$ cat config.mk
export PLATFORM = sky130hd
export DESIGN_NAME = uc_rr_arbiter
export DESIGN_NICKNAME = d
export VERILOG_FILES = /design/src/rtl/uc_rr_arbiter.sv
export SDC_FILE = /design/constraint.sdc
export NUM_CORES = 1
export LEC_CHECK = 0
export CORE_ASPECT_RATIO = 0.7
export CORE_MARGIN = 2
export CORE_UTILIZATION = 61
export DETAILED_ROUTE_END_ITERATION = 8
export PLACE_DENSITY = 0.9
export SYNTH_ARGS = -nofsm -noshare
export SYNTH_HDL_FRONTEND = slang
export SYNTH_SLANG_ARGS = --single-unit
$ cat constraint.sdc
create_clock -name clk -period 9.45 [get_ports clk]
set_input_delay 0.945 -clock clk [delete_from_list [all_inputs] [get_ports clk]]
set_output_delay 0.945 -clock clk [all_outputs]
set_load 0.02 [all_outputs]
$ cat src/rtl/uc_rr_arbiter.sv
// Unit-clause arbiter: merges memory and engine literals into a broadcast FIFO, dropping duplicates and flagging conflicts.
// Latency: grant/pop are combinational; an accepted literal is on out_valid/gst_valid one cycle later.
// Backpressure: no grant while conflict is set or the FIFO is full (unless the head leaves the same cycle); out_ready drains the head.
module uc_rr_arbiter #(
  parameter int NUM_ENGINE = 4,
  parameter int LIT_W      = 16,
  parameter int DEPTH      = 8
) (
  input  logic                        clk,
  input  logic                        rst,
  input  logic                        mode,
  input  logic                        mem_valid,
  input  logic [LIT_W-1:0]            mem_lit,
  output logic                        mem_ready,
  input  logic [NUM_ENGINE-1:0]       eng_valid,
  input  logic [NUM_ENGINE*LIT_W-1:0] eng_lit,
  output logic [NUM_ENGINE-1:0]       eng_pop,
  output logic                        out_valid,
  output logic [LIT_W-1:0]            out_lit,
  input  logic                        out_ready,
  output logic                        gst_valid,
  output logic [LIT_W-1:0]            gst_lit,
  output logic                        conflict,
  output logic [LIT_W-1:0]            conflict_lit,
  input  logic                        conflict_clr,
  output logic [$clog2(DEPTH):0]      count,
  output logic [15:0]                 dup_drops
);

  localparam int AW = $clog2(DEPTH);
  localparam int CW = AW + 1;
  localparam int PW = (NUM_ENGINE > 1) ? $clog2(NUM_ENGINE) : 1;

  // Advance an engine pointer, wrapping at NUM_ENGINE (which need not be a power of 2).
  function automatic logic [PW-1:0] inc_ptr(input logic [PW-1:0] p);
    if (int'(p) >= NUM_ENGINE - 1) return '0;
    return p + 1'b1;
  endfunction

  logic [LIT_W-1:0] eng_lit_a [NUM_ENGINE];
  logic [LIT_W-1:0] fifo_q    [DEPTH];
  logic [DEPTH-1:0] occ_q, occ_d;
  logic [AW-1:0]    rd_ptr_q, wr_ptr_q;
  logic [CW-1:0]    count_q;
  logic [PW-1:0]    ptr_q, ptr_d;
  logic [PW-1:0]    eng_idx;
  logic [PW-1:0]    scan_idx;
  logic [LIT_W-1:0] cand_lit;
  logic [LIT_W-1:0] comp_lit;
  logic             pop, space, allow;
  logic             mem_gnt, eng_gnt, grant;
  logic             dup_hit, cmp_hit;
  logic             push, new_conf, new_dup;
  int               idx;

  for (genvar g = 0; g < NUM_ENGINE; g++) begin : g_unpack
    assign eng_lit_a[g] = eng_lit[g*LIT_W +: LIT_W];
  end

  assign out_valid = (count_q != '0);
  assign out_lit   = out_valid ? fifo_q[rd_ptr_q] : '0;
  assign count     = count_q;
  assign pop       = out_valid && out_ready;
  // A full FIFO still has room when its head leaves in the same cycle.
  assign space     = (count_q < CW'(DEPTH)) || pop;
  // conflict_clr suppresses grants so a flush never races with a push or a new conflict.
  assign allow     = rst && !conflict && !conflict_clr && space;

  // Source selection: memory first, then round-robin search or the single masked engine.
  always_comb begin
    mem_gnt  = 1'b0;
    eng_gnt  = 1'b0;
    eng_idx  = ptr_q;
    ptr_d    = ptr_q;
    idx      = 0;
    scan_idx = '0;
    if (allow) begin
      if (mem_valid) begin
        mem_gnt = 1'b1;
      end else if (mode) begin
        for (int k = 0; k < NUM_ENGINE; k++) begin
          idx = int'(ptr_q) + k;
          if (idx >= NUM_ENGINE) idx = idx - NUM_ENGINE;
          scan_idx = PW'(idx);
          if (!eng_gnt && eng_valid[scan_idx]) begin
            eng_gnt = 1'b1;
            eng_idx = scan_idx;
          end
        end
        if (eng_gnt) ptr_d = inc_ptr(eng_idx);
      end else if (eng_valid[ptr_q]) begin
        eng_gnt = 1'b1;
        eng_idx = ptr_q;
      end else begin
        ptr_d = inc_ptr(ptr_q);
      end
    end
  end

  // Handshake outputs follow the grant combinationally.
  always_comb begin
    eng_pop = '0;
    for (int i = 0; i < NUM_ENGINE; i++) begin
      eng_pop[i] = eng_gnt && (eng_idx == PW'(i));
    end
  end

  assign mem_ready = mem_gnt;
  assign grant     = mem_gnt || eng_gnt;
  assign cand_lit  = mem_gnt ? mem_lit : eng_lit_a[eng_idx];
  assign comp_lit  = {cand_lit[LIT_W-1:1], ~cand_lit[0]};

  // Compare the candidate against every occupied FIFO slot for exact and complementary matches.
  always_comb begin
    dup_hit = 1'b0;
    cmp_hit = 1'b0;
    for (int i = 0; i < DEPTH; i++) begin
      if (occ_q[i]) begin
        if (fifo_q[i] == cand_lit) dup_hit = 1'b1;
        if (fifo_q[i] == comp_lit) cmp_hit = 1'b1;
      end
    end
  end

  // Complement beats duplicate when both are present.
  assign push     = grant && !dup_hit && !cmp_hit;
  assign new_conf = grant && cmp_hit;
  assign new_dup  = grant && dup_hit && !cmp_hit;

  // Next occupancy map: free the slot being read, then mark the slot being written (same slot when full).
  always_comb begin
    occ_d = occ_q;
    if (pop)  occ_d[rd_ptr_q] = 1'b0;
    if (push) occ_d[wr_ptr_q] = 1'b1;
  end

  // FIFO pointers, occupancy and count; conflict_clr flushes everything.
  always_ff @(posedge clk or negedge rst) begin
    if (!rst) begin
      rd_ptr_q <= '0;
      wr_ptr_q <= '0;
      count_q  <= '0;
      occ_q    <= '0;
    end else if (conflict_clr) begin
      rd_ptr_q <= '0;
      wr_ptr_q <= '0;
      count_q  <= '0;
      occ_q    <= '0;
    end else begin
      occ_q <= occ_d;
      if (pop)  rd_ptr_q <= rd_ptr_q + 1'b1;
      if (push) wr_ptr_q <= wr_ptr_q + 1'b1;
      if (push && !pop)      count_q <= count_q + 1'b1;
      else if (pop && !push) count_q <= count_q - 1'b1;
    end
  end

  // Literal storage; stale slots are masked by the occupancy map so no reset is needed.
  always_ff @(posedge clk) begin
    if (push) fifo_q[wr_ptr_q] <= cand_lit;
  end

  // Status: accept pulse, duplicate counter, engine pointer and sticky conflict.
  always_ff @(posedge clk or negedge rst) begin
    if (!rst) begin
      gst_valid    <= 1'b0;
      gst_lit      <= '0;
      dup_drops    <= '0;
      ptr_q        <= '0;
      conflict     <= 1'b0;
      conflict_lit <= '0;
    end else begin
      gst_valid <= push;
      if (push) gst_lit <= cand_lit;
      if (new_dup && (dup_drops != 16'hFFFF)) dup_drops <= dup_drops + 1'b1;
      ptr_q <= ptr_d;
      if (conflict_clr) begin
        conflict     <= 1'b0;
        conflict_lit <= '0;
      end else if (new_conf) begin
        conflict     <= 1'b1;
        conflict_lit <= cand_lit;
      end
    end
  end

endmodule

==> impl_metrics.toml <==
[outcome]
status = "finished clean"

[setup_path]
timing.rr.start = "ptr_q[1]"
r2r_slack_ns = 2.54
required_ns = 9.78
cp.arrival_ns = 7.44
timing.rr.end = "count[3]"
r2r_cells = 21
critical_path_class = "primary input to register"
endpoint_kind = "register"
cp-start-kind = "primary input"
critPathMaxFanout = 27

[layout]
drive_gt1_share_pct = 10.0
final_cells = 1611
fin_nets = 1418
utilization_pct = 73.5
syn_to_final_growth_pct = 18.6

[logic_synthesis]
synth_cells = 1192
synth_seq_cells = 198
syn-num-nets = 1289
async_reset_ff_share_pct = 35.4
synth-main-ff-cell = "edfxtp_1"
synth-seq-area-share_pct = 43.6
synth_warnings = 0
yosysMostFrequentCell = "xnor2_1"
synth_area_leaders = "edfxtp_1, dfrtp_1, xnor2_1"
yosysUniqueCellTypes = 100
synth_area_um2 = 12800
yosysTopAreaCellShare_pct = 30.0
synth.avg_cell_area_um2 = 10.8
synth_top_area_cell = "edfxtp_1"
synth_edf_count = 128
synth_common_cells = "xnor2_1, edfxtp_1, nand2_1, xor2_1, dfrtp_1"

[job]
cap_viol_max_count = 0

[timing]
fin_crit_ns = 7.11
post-route-period-util_pct = 75.2
skew_ns = 0.0121
finalMaxSlewViolations = 0
max_slew.worst_pin.slew_ns = 1.18
finalHoldViolations = 0
slew_headroom_pct = 20.9
max_freq_ghz = 0.141
finalSetupViolations = 0
rsz0062_at_grt = "false"
tns_ns = 0
fin_hold_ws_ns = 0.425

[die]
core_region_area_um2 = 20700
dieArea_um2 = 22200
placementRows = 44
die_w_um = 177
start_util_pct = 62.0
dieHeight_um = 125
pin_count = 166

[clock_network]
clk_latency_ns = 0.45
post_cts_buffers = 0
cts_buffer_depth = 2
root_buffer = "clkbuf_16"
htree_levels = 4
postCtsHoldBufs = 0
clkTransAtPathRegs_ns = 0.07
cts.sinks = 198
cts_resized = 0
cts-buffers-inserted = 17
tritoncts = "built"

[placement]
portBuffers = 165
hpwl_mm = 32.9
gp_congestion = 1.09
dp_cells = 1578

[pwr]
leakage_uw = 0.00542
combPwrFrac_pct = 54.4
p_per_area_nw_per_um2 = 281
p_seq_share_pct = 28.5
ir_worst_vdd_mv = 0.209
p_sw_uw = 1870
clock_power_share_pct = 17.0
p_int_uw = 2400
p_sw_share_pct = 43.7

[global_route]
antenna_found_initial = 1
grt_max_degree = 48
grt_pass1_wl_mm = 66.9
grt_pass1_vias = 10751
grt_usage_pct = 41.0
grt_overflow = 0

[drt]
via_count = 11328
viasPerCell = 7.03
route.detailed.wl_per_inst_um = 28.3
drt_iter0_drc = 2103
ant_nets = 0
drc = 0
routed_wirelength_mm = 45.6
first_pass_iters = 9

[min_path]
hold_path.class = "primary input to asynchronous set/reset pin"
## worst max-delay path by stage
stage	from	endpoint	cells after the start
global route	conflict_clr	count[3]	20
global placement	eng_valid[1]	count[3]	21
detailed placement	eng_valid[0]	count[3]	21
CTS	eng_valid[3]	count[3]	21
floorplan	eng_valid[1]	fifo_q[1][0]	17
finish	eng_valid[3]	count[3]	21
## metrics by stage
stage	cell area [um2]	setup WS [ns]	total power [uW]
finish	15200	2.34	4270
global route	15200	1.88	4420
CTS	15200	2.43	4200
detailed placement	14600	2.04	3470
global placement	14600	2.19	3430
floorplan	12800	3.26	2730
## flip-flops by register name, summed over array words and instances (netlist names)
register / cells
fifo_q: 128
conflict_lit: 16
dup_drops: 16
gst_lit: 16
occ_q: 8
count: 4
rd_ptr_q: 3
wr_ptr_q: 3
ptr_q: 2
conflict: 1
gst_valid: 1
## kinds of logic after synthesis
| logic type | share of synthesized area [%] |
|---|---|
| adders and majority gates | 0.741 |
| and+or+nand+nor | 14.3 |
| AOI/OAI and AO/OA | 14.2 |
| muxes | 8.50 |
| buffers and inverters | 3.62 |
| DFF | 43.6 |
| xor gates and xnor gates | 15.0 |
## layer usage
layer / routed length, um / GRT usage [%] / vias to the layer above / share of wire [%]
met5: 53 / 1.97 / - / 0.12
met4: 1650 / 12.7 / 2 / 3.6
met3: 8280 / 18.1 / 183 / 18
met2: 18500 / 57.1 / 1091 / 41
met1: 17100 / 57.3 / 5358 / 38
li1: - / - / 4694 / -
## critical path, stage by stage
cell	delay, ns
clkdlybuf4s50_1	0.67
mux4_2	0.53
nand2b_1	0.30
a22o_1	0.30
or2_1	0.23
buf_4	0.26
mux2i_1	0.16
mux2_2	0.41
o21ai_1	0.65
xor2_1	0.25
nor4bb_1	0.12
nand4_1	0.17
nand3_2	0.11
a2111oi_4	0.69
nand4_1	0.30
ha_1	0.38
a21o_1	0.19
a21oi_1	0.17
and2_1	0.14
a2bb2oi_1	0.08
mux2_1	0.33
## layout by cell type, fill, tap and decap left out, types with 11 or more instances in the layout
cell type | netlist | layout
nand2_1 | 94 | 94
xor2_1 | 77 | 77
clkbuf_16 | 0 | 17
mux2_2 | 18 | 18
buf_4 | 4 | 23
edfxtp_1 | 128 | 128
nand3_1 | 38 | 38
a22o_1 | 17 | 17
dfrtp_1 | 70 | 70
nor2_1 | 51 | 49
nor3_1 | 24 | 23
nand4_1 | 43 | 43
and3_1 | 15 | 15
o21ai_0 | 40 | 37
o21ai_1 | 9 | 12
a22oi_1 | 32 | 32
a31oi_1 | 24 | 24
mux2_4 | 17 | 17
mux2i_1 | 38 | 38
clkdlybuf4s50_1 | 0 | 164
nand2b_1 | 11 | 11
xnor2_1 | 140 | 140
a221oi_1 | 19 | 19
inv_1 | 18 | 18
## power groups by stage
stage / logic (uW) / clock network (uW) / registers, uW
after global routing: 2440 / 756 / 1230
final: 2330 / 727 / 1220
after detailed placement: 2240 / 0 / 1230
after CTS: 2260 / 722 / 1210
after global placement: 2200 / 0 / 1230
after floorplan: 1450 / 0 / 1290
## area by class of cell
class                   instances  area, um2
multi-input cells             897       6820
flip-flops and latches        198       5600
fillers                      1476       5480
repair buffers                187       1810
clock buffers                  18        429
well taps                     276        345
clock inverters                14        143
inverters                      20       75.1
diodes                          1       2.50
(Power assumes the default switching activity.)
